<file path="src/rtl/demux_dispatch_ctrl_pkg.sv">
// Shared types and constants for the 8-way demux dispatch controller.
package demux_dispatch_ctrl_pkg;

    localparam int unsigned NR_OF_CHANNELS = 8;
    localparam int unsigned SEL_WIDTH      = 3;
    localparam int unsigned COUNT_WIDTH    = 16;

    typedef enum logic {
        IDLE = 1'b0,
        HOLD = 1'b1
    } dispatchStateT;

    // Channel select to one-hot valid vector.
    function automatic logic [NR_OF_CHANNELS-1:0] oneHot(input logic [SEL_WIDTH-1:0] sel);
        logic [NR_OF_CHANNELS-1:0] vec;
        vec      = '0;
        vec[sel] = 1'b1;
        return vec;
    endfunction

endpackage

</file>
<file path="src/rtl/demux_dispatch_ctrl_rr_pointer.sv">
// Round-robin channel pointer: advances by one per round-robin capture, wraps 7 -> 0.
module dispatch_rr_pointer
    import demux_dispatch_ctrl_pkg::*;
(
    input  logic                 clock,
    input  logic                 reset,
    input  logic                 advance,
    output logic [SEL_WIDTH-1:0] ptr
);

    always_ff @(posedge clock) begin
        if (reset) begin
            ptr <= '0;
        end else if (advance) begin
            ptr <= ptr + SEL_WIDTH'(1);
        end
    end

endmodule

</file>
<file path="src/rtl/demux_dispatch_ctrl.sv">
// Single-word holding dispatcher feeding an 8-way bus demux, round-robin or addressed.
// Optional build macro DISPATCH_STATS_EN adds a saturating dispatch_count output.
module demux_dispatch_ctrl
    import demux_dispatch_ctrl_pkg::*;
#(
    parameter int unsigned nrOfBits = 8
) (
    input  logic                      clock,
    input  logic                      reset,
    input  logic                      in_valid,
    output logic                      in_ready,
    input  logic [nrOfBits-1:0]       in_data,
    input  logic [SEL_WIDTH-1:0]      in_dest,
    input  logic                      mode,
    input  logic [NR_OF_CHANNELS-1:0] out_ready,
    output logic [NR_OF_CHANNELS-1:0] out_valid,
    output logic [SEL_WIDTH-1:0]      demux_sel,
    output logic                      demux_enable,
    output logic [nrOfBits-1:0]       demux_data
`ifdef DISPATCH_STATS_EN
    ,
    output logic [COUNT_WIDTH-1:0]    dispatch_count
`endif
);

    dispatchStateT          state;
    dispatchStateT          stateNext;
    logic [nrOfBits-1:0]    dataQ;
    logic [SEL_WIDTH-1:0]   destQ;
    logic [SEL_WIDTH-1:0]   rrPtr;
    logic                   capture;
    logic                   transfer;

    // Reset gates the handshake so nothing moves during the reset cycle.
    assign transfer = !reset && (state == HOLD) && out_ready[destQ];
    assign in_ready = !reset && ((state == IDLE) || transfer);
    assign capture  = in_valid && in_ready;

    dispatch_rr_pointer uRrPointer (
        .clock   (clock),
        .reset   (reset),
        .advance (capture && !mode),
        .ptr     (rrPtr)
    );

    // State register
    always_ff @(posedge clock) begin
        if (reset) begin
            state <= IDLE;
        end else begin
            state <= stateNext;
        end
    end

    // Next-state logic
    always_comb begin
        stateNext = state;
        unique case (state)
            IDLE: begin
                if (capture) begin
                    stateNext = HOLD;
                end
            end
            HOLD: begin
                if (transfer && !capture) begin
                    stateNext = IDLE;
                end
            end
            default: stateNext = IDLE;
        endcase
    end

    // Holding register; destination mode is only looked at on capture.
    always_ff @(posedge clock) begin
        if (reset) begin
            dataQ <= '0;
            destQ <= '0;
        end else if (capture) begin
            dataQ <= in_data;
            destQ <= mode ? in_dest : rrPtr;
        end
    end

    // Demux drive outputs
    always_comb begin
        out_valid    = '0;
        demux_sel    = '0;
        demux_enable = 1'b0;
        demux_data   = '0;
        if ((state == HOLD) && !reset) begin
            out_valid    = oneHot(destQ);
            demux_sel    = destQ;
            demux_enable = 1'b1;
            demux_data   = dataQ;
        end
    end

`ifdef DISPATCH_STATS_EN
    // Completed-transfer counter, sticks at all-ones.
    always_ff @(posedge clock) begin
        if (reset) begin
            dispatch_count <= '0;
        end else if (transfer && (dispatch_count != {COUNT_WIDTH{1'b1}})) begin
            dispatch_count <= dispatch_count + COUNT_WIDTH'(1);
        end
    end
`endif

endmodule

</file>
<file path="config.mk">
export PLATFORM = sky130hd
export DESIGN_NAME = demux_dispatch_ctrl
export DESIGN_NICKNAME = d
export VERILOG_FILES = /design/src/rtl/demux_dispatch_ctrl_pkg.sv /design/src/rtl/demux_dispatch_ctrl_rr_pointer.sv /design/src/rtl/demux_dispatch_ctrl.sv
export SDC_FILE = /design/constraint.sdc
export NUM_CORES = 1
export LEC_CHECK = 0
export ABC_AREA = 1
export ABC_CLOCK_PERIOD_IN_PS = 3170
export CORE_MARGIN = 2
export CORE_UTILIZATION = 42
export CTS_BUF_LIST = sky130_fd_sc_hd__clkbuf_16
export DETAILED_ROUTE_END_ITERATION = 7
export HOLD_SLACK_MARGIN = 0.1
export PLACE_DENSITY = 0.83
export SYNTH_ARGS = -nofsm -noshare
export SYNTH_HDL_FRONTEND = slang
export SYNTH_HIERARCHICAL = 1
export SYNTH_SLANG_ARGS = --single-unit
</file>
<file path="constraint.sdc">
create_clock -name clock -period 3.17 [get_ports clock]
set_input_delay 0.317 -clock clock [delete_from_list [all_inputs] [get_ports clock]]
set_output_delay 0.317 -clock clock [all_outputs]
set_load 0.005 [all_outputs]
</file>
== Yosys cells after proc, flatten, opt, wreduce, memory -nomap -nowiden ==
Cells that the tools add are included.
Widths: inputs -> output; s select.

* Add/sub/neg operators: 1
* Magnitude comparators: 2
* Mux-type cells: 12
* Bitwise gates (word level): 1
* Reductions and logical operators: 11

{| class="wikitable"
|+ Operator list
! cell !! number
|-
| $mux 8 || 2
|-
| $logic_and 1x1->1 || 7
|-
| $mux 3 || 2
|-
| $mux 1 || 5
|-
| $lt 3x4->1 const B || 1
|-
| $add 3x1->3 const B || 1
|-
| $bmux 1 s3 || 1
|-
| $demux 1 s3 || 1
|-
| $ge 3x1->1 const B || 1
|-
| $logic_not 1->1 || 3
|-
| $pmux 1 s2 || 1
|-
| $logic_or 1x1->1 || 1
|-
| $not 1->1 || 1
|}

* Register bits after elaboration: 15
* Input bits: 23
* Output and inout bits: 21
* Word-level logic and storage cells: 31

== Longest topological paths before layout ==
Gate-level depths: netlist (run 1).

* Word-level depth: 10
* Gate-level depth with buffers: 12
* Depth with buffers taken out: 11

== Modules after synthesis ==
The synthesis (run 1) kept the hierarchy.

{| class="wikitable"
|+ Modules (own cells, without submodules)
! module !! times used !! cells each !! area an instance (um^2) !! sequential area each (um^2)
|-
| demux_dispatch_ctrl || 1 || 127 || 760.7 || 240.2
|-
| dispatch_rr_pointer || 1 || 17 || 125.1 || 60.1
|}

== Least setup slack after synthesis (run 1) ==
OpenSTA, ideal clock, no wires.

* Kind: flip-flop to flip-flop
* Start: reg destQ[1]
* End: reg uRrPointer.ptr[2]
* Library setup time: 0.115 ns
* Arrival: 1.617 ns
* Required time: 3.055 ns
* Setup slack: 1.438 ns
* Stages on the path, launching flop included: 13
* Path buffers: 1
* Period minus slack after synthesis: 1.732 ns
* Cell sequence: dfxtp_1 inv_1 nor2_1 nand3_1 nand2_1 nor2_2 a21oi_4 nand2_4 buf_6 nor2_1 nand3_1 nand2_1 nor2_1

* Cells in the longest elaborated chain, start to end: 7

{| class="wikitable"
|+ Ends and longest elaborated chain
! what !! line !! source
|-
| from (decl) || demux_dispatch_ctrl.sv:29 || <nowiki>logic [SEL_WIDTH-1:0] destQ;</nowiki>
|-
| from (signal assigned) || demux_dispatch_ctrl.sv:80 || <nowiki>destQ <= mode ? in_dest : rrPtr;</nowiki>
|-
| $bmux 1 s3 || demux_dispatch_ctrl.sv:35 || <nowiki>assign transfer = !reset && (state == HOLD) && out_ready[destQ];</nowiki>
|-
| $mux 1 (implied by the code) || demux_dispatch_ctrl.sv:35 ||
|-
| $logic_and 1x1->1 || demux_dispatch_ctrl.sv:35 ||
|-
| $logic_or 1x1->1 || demux_dispatch_ctrl.sv:36 || <nowiki>assign in_ready = !reset && ((state == IDLE) || transfer);</nowiki>
|-
| $logic_and 1x1->1 || demux_dispatch_ctrl.sv:36 ||
|-
| net in_ready || demux_dispatch_ctrl.sv:11 || <nowiki>output logic in_ready,</nowiki>
|-
| $logic_and 1x1->1 || demux_dispatch_ctrl.sv:37 || <nowiki>assign capture = in_valid && in_ready;</nowiki>
|-
| $logic_and 1x1->1 || demux_dispatch_ctrl.sv:42 || <nowiki>.advance (capture && !mode),</nowiki>
|-
| to (signal assigned) || demux_dispatch_ctrl_rr_pointer.sv:15 || <nowiki>ptr <= ptr + SEL_WIDTH'(1);</nowiki>
|-
| to (decl) || demux_dispatch_ctrl_rr_pointer.sv:8 || <nowiki>output logic [SEL_WIDTH-1:0] ptr</nowiki>
|}

The timed path passes the listed nets, and every way through them passes these cells. The select of a mux whose other input is x is not followed.
A chain may end at the register's enable or synchronous reset.

== Final worst setup path (run 1) ==
* Start: in reset
* End: out out_valid[1]

* Cells in the longest elaborated chain, start to end: 3

{| class="wikitable"
|+ Ends and longest elaborated chain
! what !! line !! source
|-
| from (decl) || demux_dispatch_ctrl.sv:9 || <nowiki>input logic reset,</nowiki>
|-
| $logic_not 1->1 || demux_dispatch_ctrl.sv:90 || <nowiki>if ((state == HOLD) && !reset) begin</nowiki>
|-
| $logic_and 1x1->1 || demux_dispatch_ctrl.sv:90 ||
|-
| $mux 8 || demux_dispatch_ctrl.sv:90 ||
|-
| to (decl) || demux_dispatch_ctrl.sv:16 || <nowiki>output logic [NR_OF_CHANNELS-1:0] out_valid,</nowiki>
|}

Every way passes these cells.

==> results of run 1 <==
-- worst max path at each step --
stage | from | end | slack, ns | cells past startpoint
final | reset | out_valid[1] | 0.43 | 7
after global routing | reset | out_valid[1] | 0.25 | 7
after CTS | reset | out_valid[1] | 0.44 | 7
after detailed placement | reset | out_valid[1] | 0.44 | 7
after global placement | reset | out_valid[1] | 0.57 | 7
after floorplan | destQ[1] | uRrPointer/ptr[2] | 1.44 | 12
-- layer usage --
metal	global-route usage	routed length [um]	vias to the layer above
li1	-	-	520
met1	0.215	965	410
met2	0.333	1020	38
met3	0.0394	130	2
met4	0.0787	16	0
met5	0	0	-
-- cells in the mapped netlist --
cell type / instances / area (um2)
inv_2: 1 / 3.75
dfxtp_1: 15 / 300
o21ai_1: 1 / 5.00
o21ai_0: 1 / 5.00
nand2_4: 1 / 11.3
a21oi_4: 1 / 16.3
nand2_1: 30 / 113
nor2_4: 1 / 11.3
ha_1: 1 / 12.5
a21oi_1: 2 / 10.0
nor2_2: 1 / 6.26
nor2_1: 33 / 124
buf_1: 1 / 3.75
mux2_2: 3 / 33.8
nand3_1: 21 / 105
clkbuf_1: 1 / 3.75
buf_2: 1 / 5.00
inv_1: 28 / 105
buf_6: 1 / 11.3
-- worst max-delay path, delay by kind of cell --
kind                   cells  cell delay (ns)
buffers and inverters      4             1.41
and+or+nand+nor            3             0.68
-- where the power goes --
| group | switching (mW) | total (mW) | internal, mW |
|---|---|---|---|
| registers | 0.0100 | 0.213 | 0.203 |
| logic | 0.0532 | 0.110 | 0.0566 |
| clock network | 0.0704 | 0.238 | 0.168 |
-- state kept, by name, indices dropped and copies added, names as in the netlist --
| name | count |
|---|---|
| dataQ | 8 |
| destQ | 3 |
| uRrPointer/ptr | 3 |
| state | 1 |
-- kinds of logic after synthesis --
group,share of synthesized area
compound gates,0.0410
fa+ha+maj,0.0141
buf+inv,0.150
flops,0.339
mux,0.0381
simple gates,0.418
-- area by class of cell --
class                   count  area (um2)  share of cell area
clock buffers               3        75.1              0.0534
clock inverters             1        5.00             0.00356
inverters                  29         109              0.0774
multi-input cells          96         453               0.322
flip-flops and latches     15         300               0.214
well taps                  27        33.8              0.0240
repair buffers             43         430               0.306
-- per-stage QoR --
stage          power (mW)  setup slack [ns]  cell area (um2)  hold WS, ns  utilization
3_5_place_dp        0.327             0.442             1330        0.465        0.669
6_report            0.561             0.433             1410        0.471        0.710
2_1_floorplan       0.276              1.44              886        0.386            -
5_1_grt             0.590             0.248             1410        0.491        0.710
3_3_place_gp        0.323             0.566             1330        0.455        0.669
4_1_cts             0.566             0.435             1410        0.473        0.710
==> results.toml, run 1 <==
[finish]
drive_gt1_frac = 0.0642
final_cells = 214
syn2layout_area_growth_pct = 58.8
diodes = 0
fillers = 157
final_cell_mix = "clkdlybuf4s50_1 (43), nor2_1 (33), nand2_1 (30)"
fin_nets = 212
layout_commonest_cell = "clkdlybuf4s50_1"

[global_routing]
antenna_found_initial = 0
grt_pass1_wl_um = 3660
gr-total-overflow = 0
grtUsageTotal = 0.187
grt_pass1_vias = 950
grt_max_degree = 16

[sta]
slew_headroom = 0.723
period_needed_ns = 2.74
tightest_slew_ns = 0.414
skew_ns = 0.00211
period_share = 0.863
setup_tns_ns = 0
rsz0062_at_grt = "no"
setup_viol = 0
finalHoldViolCount = 0
fmax_mhz = 365
drv_slew = 0

[yosys]
syn-num-nets = 168
syn_area_per_cell_um2 = 6.15
syn-cell-area_um2 = 886
yosysWarnings = 6
synth.distinct_cells = 19
ys_ff_latch = 15
post_synth_inst_count = 144
yosysSeqAreaShare = 0.339

[detailed_routing]
drt_first_pass_iters = 4
drc = 0
first_iter_violations = 9
vias_per_cell = 4.53
routed-via-count = 970
drt-total-wl_um = 2130
wl_per_cell_um = 9.95
ant_nets = 0

[critical_path]
regToRegStartpoint = "destQ[0]"
r2r_slack_ns = 1.26
r2r_end = "uRrPointer/ptr[2]"
cp_cell_sequence = "clkdlybuf4s50_1 > inv_1 > nand2_1 > nor2_1 > inv_1 > nor2_1 > clkdlybuf4s50_1"
crit_type = "in -> out"
reg2reg_depth = 11
endpoint_kind = "output pin"
crit_fanout = 12
startpoint_type = "input port"
arrival_ns = 2.42
worstPathRequired_ns = 2.85
slowest_delay_ns = 0.50
crit_slowest_cell = "clkdlybuf4s50_1"

[clock_network]
cts_resized = 0
clk_path_buf_depth = 2
htree_levels = 1
hold_buffers = 0
cts.clk_slew.worst_paths_ns = 0.05
cts_tree = "yes"
root_buffer = "clkbuf_16"
clock_latency_ns = 0.24
numCtsBuffers = 3
clock-sinks = 15
post_cts_buffers = 0

[floorplan]
rows = 16
start_util = 0.447
die_x_um = 49.9
io_pins = 44
die_area_um2 = 2490
core-area_um2 = 1980
fp.dieH_um = 49.9

[flow_run]
drv_cap = 0

[pwr]
p_leak_nw = 0.667
pwr_density_cell_nw_per_um2 = 399
peakVddDrop_uv = 290

[worst_hold_path]
hold_end = "dataQ[2]"
whs_path_depth = 2
hold_path_class = "reg -> reg"
min_from = "dataQ[2]"

[placement]
io_buffers = 43
gp_congestion = 0.786
dpl.hpwl_um = 1720
dp.cells = 210

[status]
status = "finished, final reports clean"
No activity file was read; power rests on OpenSTA's default activity.
==> run 2: changes to the inputs <==
CORE_MARGIN = 3   (was 2)
CTS_BUF_LIST = default   (was sky130_fd_sc_hd__clkbuf_16)
==> results.toml, run 2 (same netlist as run 1, synthesis figures left out) <==
[pwr]
peakVddDrop_uv = 230
total_power_uw = 428
seqPwrFrac = 0.495
internal_power_uw = 308
p_switching_uw = 121
combinationalPowerShare = 0.257
switching_share = 0.281
p_clk_frac = 0.249
p_leak_nw = 0.641
pwr_density_cell_nw_per_um2 = 317

[critical_path]
startpoint_type = "input port"
crit_fanout = 12
slowest_delay_ns = 0.51
endpoint_kind = "output pin"
arrival_ns = 2.35
cp_cell_sequence = "clkdlybuf4s50_1 > inv_1 > nand2_1 > nor2_1 > inv_1 > nor2_1 > clkdlybuf4s50_1"
worstPathRequired_ns = 2.85
crit_type = "in -> out"
crit_slowest_cell = "clkdlybuf4s50_1"

[status]
status = "finished, final reports clean"

[clock_network]
cts.clk_slew.worst_paths_ns = 0.09
clock-sinks = 15
htree_levels = 1
clk_path_buf_depth = 2
cts_tree = "yes"
clock_latency_ns = 0.27
cts_resized = 0
hold_buffers = 0
post_cts_buffers = 0
root_buffer = "clkbuf_4"
numCtsBuffers = 3

[detailed_routing]
drt-total-wl_um = 2130
drt_first_pass_iters = 4
routed-via-count = 966
ant_nets = 0
vias_per_cell = 4.56
drc = 0
first_iter_violations = 9
wl_per_cell_um = 10.0

[global_routing]
gr-total-overflow = 0
grtUsageTotal = 0.172
grt_max_degree = 16
antenna_found_initial = 0
grt_pass1_vias = 926
grt_pass1_wl_um = 3630

[sta]
holdWs_ns = 0.471
slew_headroom = 0.712
setup_tns_ns = 0
period_share = 0.842
period_needed_ns = 2.67
rsz0062_at_grt = "no"
skew_ns = 0.00259
fmax_mhz = 375
tightest_slew_ns = 0.431
drv_slew = 0
setup_ws_ns = 0.500
finalHoldViolCount = 0
setup_viol = 0

[finish]
layout_commonest_cell = "clkdlybuf4s50_1"
largest-register = "dataQ"
final_cells = 212
fillers = 158
drive_gt1_frac = 0.0588
final_cell_mix = "clkdlybuf4s50_1 (43), nor2_1 (33), nand2_1 (30)"
diodes = 0
fin_nets = 212
syn2layout_area_growth_pct = 52.4
largest_reg_flops = 8
top_regs = "dataQ: 8 flops, destQ: 3 flops, uRrPointer/ptr: 3 flops"

[floorplan]
io_pins = 44
die_x_um = 51.9
fp.dieH_um = 51.9
start_util = 0.477
die_area_um2 = 2700
core-area_um2 = 1860
rows = 15

[placement]
dpl.hpwl_um = 1740
io_buffers = 43
gp_congestion = 0.752
dp.cells = 208
pre_cts_ws_ns = 0.475

[flow_run]
drv_cap = 0

[worst_hold_path]
hold_path_class = "reg -> reg"
[run 2: worst max-delay path: cells and delay by family]
kind | cells | cell delay, ns
buffers and inverters | 4 | 1.40
and+or+nand+nor | 3 | 0.62
[run 2: path summary, 6_finish.rpt]
| check | to | slack, ns | start | cells past startpoint |
|---|---|---|---|---|
| min reg2reg | dataQ[0] | 0.47 | dataQ[0] | 2 |
| max reg2reg | uRrPointer/ptr[2] | 1.19 | destQ[2] | 11 |
| max | out_valid[3] | 0.50 | reset | 7 |
| min | dataQ[0] | 0.47 | dataQ[0] | 2 |
[run 2: metrics by stage]
stage	area (um2)	utilization
after floorplan	886	-
after global placement	1320	0.712
after detailed placement	1320	0.712
after CTS	1350	0.727
after global routing	1350	0.727
final	1350	0.727
[run 2: area by class of cell]
type,instances,area [um2],share of cell area
tap,25,31.3,0.0232
sequential,15,300,0.222
clock buffer,4,26.3,0.0195
timing repair buffer,43,430,0.319
inverter,29,109,0.0806
multi-input combinational,96,453,0.335
[run 2: power by group through the flow]
stage	clock network, mW	registers, mW	logic [mW]
after detailed placement	0	0.216	0.110
after CTS	0.109	0.212	0.111
final	0.106	0.212	0.110
after floorplan	0	0.214	0.0613
after global placement	0	0.216	0.107
after global routing	0.117	0.215	0.124
[run 2: metal layers]
layer,global-route usage,wire [um],vias to the layer above
met5,0,0,-
met3,0.0401,159,2
met2,0.308,1010,31
met1,0.199,938,418
li1,-,-,515
met4,0.0524,15,0
